[config.mk]
export PLATFORM = sky130hd
export DESIGN_NAME = dmem_access_unit
export DESIGN_NICKNAME = d
export VERILOG_FILES = /design/src/rtl/dmem_pkg.sv /design/src/rtl/dmem_access_unit_load_align.sv /design/src/rtl/dmem_access_unit.sv
export SDC_FILE = /design/constraint.sdc
export NUM_CORES = 1
export LEC_CHECK = 0
export CORE_AREA = 2 2 160 162
export DETAILED_ROUTE_END_ITERATION = 10
export DIE_AREA = 0 0 162 164
export GPL_TIMING_DRIVEN = 0
export PLACE_DENSITY = 0.81
export SLEW_MARGIN = 20
export SYNTH_ARGS = -nofsm -noshare
export SYNTH_HDL_FRONTEND = slang
export SYNTH_SLANG_ARGS = --single-unit
export TNS_END_PERCENT = 1
[constraint.sdc]
create_clock -name clk -period 3.2 [get_ports clk]
set_clock_uncertainty 0.2 [all_clocks]
set_input_delay 0.32 -clock clk [delete_from_list [all_inputs] [get_ports clk]]
set_output_delay 0.32 -clock clk [all_outputs]
set_load 0.02 [all_outputs]
[src/rtl/dmem_pkg.sv]
// Shared definitions for the data-memory access stage: size codes, FSM states,
// default bus timeout and lane helpers.
package dmem_pkg;
  localparam logic [1:0] SZ_B = 2'b00;
  localparam logic [1:0] SZ_H = 2'b01;
  localparam logic [1:0] SZ_W = 2'b10;
  localparam logic [1:0] SZ_D = 2'b11;

  localparam int DEF_TIMEOUT_CYCLES = 256;

  typedef enum logic [1:0] {ST_IDLE, ST_BUSY, ST_DONE} state_e;

  // Offset bits that survive alignment to the access size.
  function automatic logic [2:0] align_mask(input logic [1:0] size);
    case (size)
      SZ_B:    return 3'b111;
      SZ_H:    return 3'b110;
      SZ_W:    return 3'b100;
      default: return 3'b000;
    endcase
  endfunction

  function automatic logic [7:0] be_base(input logic [1:0] size);
    case (size)
      SZ_B:    return 8'h01;
      SZ_H:    return 8'h03;
      SZ_W:    return 8'h0F;
      default: return 8'hFF;
    endcase
  endfunction
endpackage

[src/rtl/dmem_access_unit_load_align.sv]
// Combinational load aligner: lane-shifts a 64-bit read word and sign/zero
// extends the selected byte, half, word or double.
module load_align
  import dmem_pkg::*;
(
  input  logic [63:0] rdata,
  input  logic [2:0]  off,
  input  logic [1:0]  size,
  input  logic        sign_ext,
  output logic [63:0] result
);
  logic [63:0] sh;

  always_comb begin
    sh = rdata >> {off, 3'b000};
    case (size)
      SZ_B:    result = {{56{sign_ext & sh[7]}},  sh[7:0]};
      SZ_H:    result = {{48{sign_ext & sh[15]}}, sh[15:0]};
      SZ_W:    result = {{32{sign_ext & sh[31]}}, sh[31:0]};
      default: result = sh;
    endcase
  end
endmodule

[src/rtl/dmem_access_unit.sv]
// Data-memory access stage: stalls the core while a ready-handshaked 64-bit
// access runs. Define MISALIGN_TRAP_EN to fault misaligned accesses.
module dmem_access_unit
  import dmem_pkg::*;
#(
  parameter int ADDR_W         = 64,
  parameter int DATA_W         = 64,
  parameter int TIMEOUT_CYCLES = DEF_TIMEOUT_CYCLES
) (
  input  logic              clk,
  input  logic              reset,
  input  logic              mem_read,
  input  logic              mem_write,
  input  logic [1:0]        size,
  input  logic              sign_ext,
  input  logic [ADDR_W-1:0] address,
  input  logic [DATA_W-1:0] write_data,
  output logic              stall,
  output logic              done,
  output logic              fault,
  output logic [DATA_W-1:0] read_data,
  output logic              dmem_req,
  output logic              dmem_we,
  output logic [ADDR_W-1:0] dmem_addr,
  output logic [7:0]        dmem_be,
  output logic [DATA_W-1:0] dmem_wdata,
  input  logic              dmem_ready,
  input  logic [DATA_W-1:0] dmem_rdata
);
  localparam int CW = (TIMEOUT_CYCLES > 1) ? $clog2(TIMEOUT_CYCLES) : 1;

  state_e      state;
  logic [CW-1:0] cnt;
  logic [2:0]  off, off_m, off_q;
  logic [1:0]  size_q;
  logic        sext_q;
  logic        misalign;
  logic [63:0] ld_data;

  assign off   = address[2:0];
  assign off_m = off & align_mask(size);

`ifdef MISALIGN_TRAP_EN
  assign misalign = (off != off_m);
`else
  assign misalign = 1'b0;
`endif

  load_align u_load_align (
    .rdata    (dmem_rdata),
    .off      (off_q),
    .size     (size_q),
    .sign_ext (sext_q),
    .result   (ld_data)
  );

  always_comb begin
    stall = 1'b0;
    if (!reset)
      case (state)
        ST_IDLE: stall = mem_read | mem_write;
        ST_BUSY: stall = 1'b1;
        default: stall = 1'b0;
      endcase
  end

  always_ff @(posedge clk) begin
    if (reset) begin
      state      <= ST_IDLE;
      cnt        <= '0;
      done       <= 1'b0;
      fault      <= 1'b0;
      read_data  <= '0;
      dmem_req   <= 1'b0;
      dmem_we    <= 1'b0;
      dmem_addr  <= '0;
      dmem_be    <= '0;
      dmem_wdata <= '0;
      off_q      <= '0;
      size_q     <= SZ_B;
      sext_q     <= 1'b0;
    end else begin
      case (state)
        ST_IDLE: begin
          done  <= 1'b0;
          fault <= 1'b0;
          if (mem_read | mem_write) begin
            if ((mem_read & mem_write) | misalign) begin
              // Rejected requests never reach the bus.
              state     <= ST_DONE;
              done      <= 1'b1;
              fault     <= 1'b1;
              read_data <= '0;
            end else begin
              state      <= ST_BUSY;
              cnt        <= '0;
              dmem_req   <= 1'b1;
              dmem_we    <= mem_write;
              dmem_addr  <= {address[ADDR_W-1:3], 3'b000};
              dmem_be    <= be_base(size) << off_m;
              dmem_wdata <= write_data << {off_m, 3'b000};
              off_q      <= off_m;
              size_q     <= size;
              sext_q     <= sign_ext;
            end
          end
        end
        ST_BUSY: begin
          if (dmem_ready) begin
            state     <= ST_DONE;
            dmem_req  <= 1'b0;
            done      <= 1'b1;
            fault     <= 1'b0;
            read_data <= dmem_we ? '0 : ld_data;
          end else if (cnt == CW'(TIMEOUT_CYCLES - 1)) begin
            state     <= ST_DONE;
            dmem_req  <= 1'b0;
            done      <= 1'b1;
            fault     <= 1'b1;
            read_data <= '0;
          end else begin
            cnt <= cnt + CW'(1);
          end
        end
        ST_DONE: begin
          state <= ST_IDLE;
          done  <= 1'b0;
          fault <= 1'b0;
        end
        default: state <= ST_IDLE;
      endcase
    end
  end
endmodule

[Word level (Yosys, flattened, before mapping)]
Index checks and enable logic that the tools add are counted.
Cells by class
  equal/unequal tests: 13
  multiplexer cells: 37
  shift-type cells: 3
  reduce and logical (&&, ||, !) cells: 11
  add/sub/neg operators: 1
  bitwise gates (word level): 7
Operators by type and width (count)
  $mux 64: 5
  $pmux 64 s3: 1
  $pmux 64 s2: 1
  $mux 8: 8
  $shl 64x6->64: 1
  $shr 64x6->64: 1
  $pmux 8 s3: 1
  $pmux 8 s2: 1
  $mux 1: 10
  $ne 2x2->1 const B: 5
  $pmux 3 s3: 1
  $add 8x1->8 const B: 1
  $eq 8x8->1 const B: 1
  $mux 2: 4
  $reduce_and 4->1: 2
  $shl 8x3->8: 1
  $eq 2x1->1 const B: 3
  $eq 2x2->1 const B: 3
  $logic_not 2->1: 3
  $pmux 1 s3: 2
  $reduce_and 5->1: 1
  $and 1x1->1: 4
  $pmux 1 s2: 2
  $pmux 2 s2: 1
  other kinds (8): 9
Storage, ports and cells
  input port bits: 200
  output and inout bits: 205
  register bits after elaboration: 217

[Logic depth before layout (Yosys ltp)]
  word-level depth: 7
  depth in mapped cells: 10
  depth with buffers taken out: 7

[Modules after synthesis]
Synthesis repeated with hierarchy kept, for this count alone.
Second synthesis, totals
  cell total of the unflattened synthesis: 1321
  area, all modules: 11741.3 um^2
Modules (own cells, without submodules)
  dmem_access_unit: area each 9450.3 um^2, instances 1, cells each 1060
  load_align: area each 2290.9 um^2, instances 1, cells each 261

[Worst setup path after synthesis]
No wires, ideal clock.
  path type: input-to-reg
  start: input size[1]
  end: register dmem_wdata[36]
  arrival: 2043 ps
  buffers on the path: 3
  slack: 830 ps
  stages on the path: 7
  required time: 2872 ps
  cells stage by stage: buf_2 nor3b_1 buf_2 buf_2 mux4_2 a222oi_1 nor2_1
Between the ends
  cells in the longest elaborated chain, start to end: 4
  elaborated cells between the ends (all ways): 6
RTL lines
  start, declared: RTL line dmem_access_unit.sv:14  | input logic [1:0] size,
  $eq 2x2->1, or another cell as far along: RTL line dmem_pkg.sv:15  | case (size)
  $pmux 3 s3 (*): RTL line dmem_pkg.sv:15
  $and 3x3->3 (*): RTL line dmem_access_unit.sv:41  | assign off_m = off & align_mask(size);
  $shl 64x6->64 (*): RTL line dmem_access_unit.sv:101  | dmem_wdata <= write_data << {off_m, 3'b000};
  end signal, assigned: RTL line dmem_access_unit.sv:101
  end, declared: RTL line dmem_access_unit.sv:26  | output logic [DATA_W-1:0] dmem_wdata,
Mark *: on every way between the ends. The rest lies on a longest branch, timed or not.
A chain may end at the register's enable or synchronous reset.

[Worst setup path after layout]
  start: input reset
  end: output stall
Between the ends
  cells in the longest elaborated chain, start to end: 1
RTL lines
  start, declared: RTL line dmem_access_unit.sv:11  | input logic reset,
  $mux 1: RTL line dmem_access_unit.sv:59  | if (!reset)
  end, declared: RTL line dmem_access_unit.sv:18  | output logic stall,
Every way passes these cells.

==> implementation parameters <==
Parameter                              Value

Status
  Status    completed

Global route
  Global-route usage over all layers    33.8%
  Global-route wire length before repair    69300 µm
  Number of antenna violations at the first check in global routing    4
  Vias in the first global route    11800
  Pin count of the biggest net entering global routing    20
  Gr ovfl total    0

Yosys
  Seq/Total Area, Yosys    39.2%
  Average footprint of a synthesized cell    8.81 µm²
  Number of instances in the synthesized netlist    1256
  Post-synth cell types    63
  Dominant synthesized flop cell    sky130_fd_sc_hd__dfxtp_1
  Synthesized flop and latch total    217
  Dominant cell type by area after synthesis    sky130_fd_sc_hd__dfxtp_1
  Share of synthesized registers carrying an async set or reset    0%
  Synth top area share    39.2%
  Synthesis warning total    0
  Area contributors post-synth    sky130_fd_sc_hd__dfxtp_1 (39%), sky130_fd_sc_hd__mux2i_1 (7.6%), sky130_fd_sc_hd__mux4_2 (6.7%)
  Syn Std Cell Area    11100 µm²
  Number of synthesized flops with an enable pin    0

Clocking
  Number of buffers on the longest clock path    3
  # H-tree levels    1
  Post CTS Setup Buffer Count    0
  Clock transition at path regs    0.06 ns
  CTS Buf Count    24
  Root buffer cell    sky130_fd_sc_hd__clkbuf_16
  CTS tree    yes
  Clock Latency Late Sink    0.52 ns
  Clock tree sinks    217

STA
  Unrepaired setup endpoints after global routing    no
  Slew HR    45.0%
  Fraction of the cycle the final worst path needs    94.9%
  Setup tns final    0 ns
  Slew at the pin with the worst max-slew slack    0.826 ns
  Final setup fails    0
  Total count of max-transition violations in the final report    0
  Endpoints failing hold    0
  Maximum achievable frequency    0.329 GHz
  Tmin final    3.04 ns

Final layout
  Filler cell count in the final layout    2018
  Fraction of layout cells with a size suffix above 1    8.99%
  Footprint of the flip-flops and latches    4340 µm²
  Count of placed standard cells in the final layout, fillers left out    2034
  Final-stage net count    1890
  Multi-input gate area in the final layout    6160 µm²
  Commonest non-fill, non-tap cell in the layout    sky130_fd_sc_hd__clkdlybuf4s50_1
  Syn-to-layout area delta    48.0%
  Top library cells by usage in the layout, fill and taps aside    sky130_fd_sc_hd__clkdlybuf4s50_1 (400), sky130_fd_sc_hd__dfxtp_1 (217), sky130_fd_sc_hd__nand2_1 (194)

Worst setup path
  Critical path class    in -> out
  Element type at the critical path start    input port
  Crit-path max FO    19
  Worst EP arrival    2.52 ns
  WP data required    2.68 ns
  Kind of end point of the critical path    output pin

Power
  Sequential share of power    36.6%
  Switching fraction of total power    31.4%
  Maximum vdd ir drop    0.478 mV
  Leakage power    5.94 nW
  Combinational share of power    26.8%
  Power density over the cells    502 nW/µm²
  Internal power consumption    0.00565 W
  Switching pwr    0.00258 W
  Clock network fraction of design power    36.6%

Placed design
  DP Wirelength    36500 µm
  # placed instances    1988
  Final weighted congestion in routability-driven placement    0.994
  Port bufs    400

Drt
  Via density per instance    5.95
  Total number of vias    12100
  Routed wire length per instance    23.2 µm
  Routed Wire Length    47100 µm
  Number of remaining DRC errors    0
  Number of detailed-routing iterations run before antenna repair    8
  Antenna viol nets, final    0
  Initial detailed-routing violation count    1233

Floorplanning
  Die extent in x    162 µm
  Die extent in y    164 µm
  Effective utilization at floorplan    44.6%
  Row count    58
  Placeable core area    24800 µm²
  Top-level port count    405
  Die outline area    26600 µm²

Min path
  Min-Delay Path Class    in -> reg

Job
  Max Cap Violations    0
through the flow:
stage	setup slack, ns	power, W	util, %	area, µm²	hold WS [ns]
6_report	0.164	0.00823	66.0	16400	0.146
5_1_grt	0.0284	0.00848	66.0	16400	0.143
4_1_cts	0.0937	0.00821	65.9	16400	0.131
3_5_place_dp	-0.573	0.00521	62.4	15500	0.231
3_3_place_gp	-0.550	0.00519	62.4	15500	0.229
2_1_floorplan	0.830	0.00418	-	11100	0.252
critical path, cell delays in order:
cell,delay [ns]
sky130_fd_sc_hd__clkdlybuf4s50_1,0.66
sky130_fd_sc_hd__clkbuf_2,0.35
sky130_fd_sc_hd__clkbuf_2,0.49
sky130_fd_sc_hd__nor2_1,0.13
sky130_fd_sc_hd__clkdlybuf4s50_1,0.56
cells in the mapped netlist (9+ instances only):
master                        n
sky130_fd_sc_hd__a211o_1      9
sky130_fd_sc_hd__a211oi_1    11
sky130_fd_sc_hd__a21oi_1    104
sky130_fd_sc_hd__a221oi_1     9
sky130_fd_sc_hd__a222oi_1    24
sky130_fd_sc_hd__a22o_1      16
sky130_fd_sc_hd__a22oi_1     52
sky130_fd_sc_hd__a2bb2oi_1   15
sky130_fd_sc_hd__a31oi_1     34
sky130_fd_sc_hd__buf_2       22
sky130_fd_sc_hd__clkbuf_1    73
sky130_fd_sc_hd__dfxtp_1    217
sky130_fd_sc_hd__inv_1       14
sky130_fd_sc_hd__mux2_2      29
sky130_fd_sc_hd__mux2i_1     84
sky130_fd_sc_hd__mux4_2      33
sky130_fd_sc_hd__nand2_1    194
sky130_fd_sc_hd__nand3_1     20
sky130_fd_sc_hd__nor2_1     117
sky130_fd_sc_hd__nor2b_1     21
sky130_fd_sc_hd__nor3_1      16
sky130_fd_sc_hd__o21ai_0     37
sky130_fd_sc_hd__o22ai_1     15
what timing repair did:
item                                    4_1_cts  5_1_grt
hold buffers                                  1        0
endpoints found under the hold margin         1        0
endpoints found under the setup margin        1       10
resized for setup                             2        2
cloned                                        0        0
area by class of cell:
type	count	share of cell area [%]
Tap cell	330	2.52
Inverter	14	0.321
Clock buffer	29	4.03
Clock inverter	15	1.21
Sequential cell	217	26.5
Timing Repair Buffer	401	24.5
Multi-Input combinational cell	912	37.6
Buffer	114	3.26
Antenna cell	2	0.0306
flip-flops by register name, summed over array words and instances, names as in the netlist:
| signal | count |
|---|---|
| dmem_be | 8 |
| size_q | 2 |
| dmem_we | 1 |
| sext_q | 1 |
| dmem_req | 1 |
| done | 1 |
| cnt | 8 |
| read_data | 64 |
| off_q | 3 |
| dmem_addr | 61 |
| dmem_wdata | 64 |
| state | 2 |
| fault | 1 |
logic make-up (layout without fill, tap and decap cells):
| family | count (synthesis) | count (layout) | synth area share (%) |
|---|---|---|---|
| compound gates | 355 | 355 | 21.6 |
| simple gates | 398 | 398 | 15.5 |
| flops | 217 | 217 | 39.2 |
| mux | 147 | 147 | 17.4 |
| buf+inv | 129 | 573 | 5.30 |
| fa+ha+maj | 6 | 6 | 0.678 |
| other cells | 1 | 5 | 0.0339 |
| xor+xnor | 3 | 3 | 0.237 |
per-layer routing:
metal	global-route usage (%)	part of all wire, %	vias up
met2	57.5	47	776
met3	8.86	10	160
li1	-	-	5459
met4	16.6	5.4	4
met5	0	0.055	-
met1	39.6	37	5711
final timing paths:
| check | start | to | slack [ns] | depth (start not counted) |
|---|---|---|---|---|
| worst max register to register | state[1] | read_data[59] | 0.20 | 10 |
| worst max-delay path | reset | stall | 0.16 | 5 |
| worst min-delay path | address[11] | dmem_addr[11] | 0.15 | 3 |
| worst min register to register | read_data[1] | read_data[1] | 0.24 | 2 |
power groups by stage:
stage,clock (W),sequential [W],combinational (W)
after floorplan,0,0.00325,0.000931
after detailed placement,0,0.00306,0.00215
final,0.00301,0.00301,0.00221
after CTS,0.00304,0.00300,0.00217
after global placement,0,0.00305,0.00214
after global routing,0.00313,0.00302,0.00233
(Power assumes the default switching activity.)
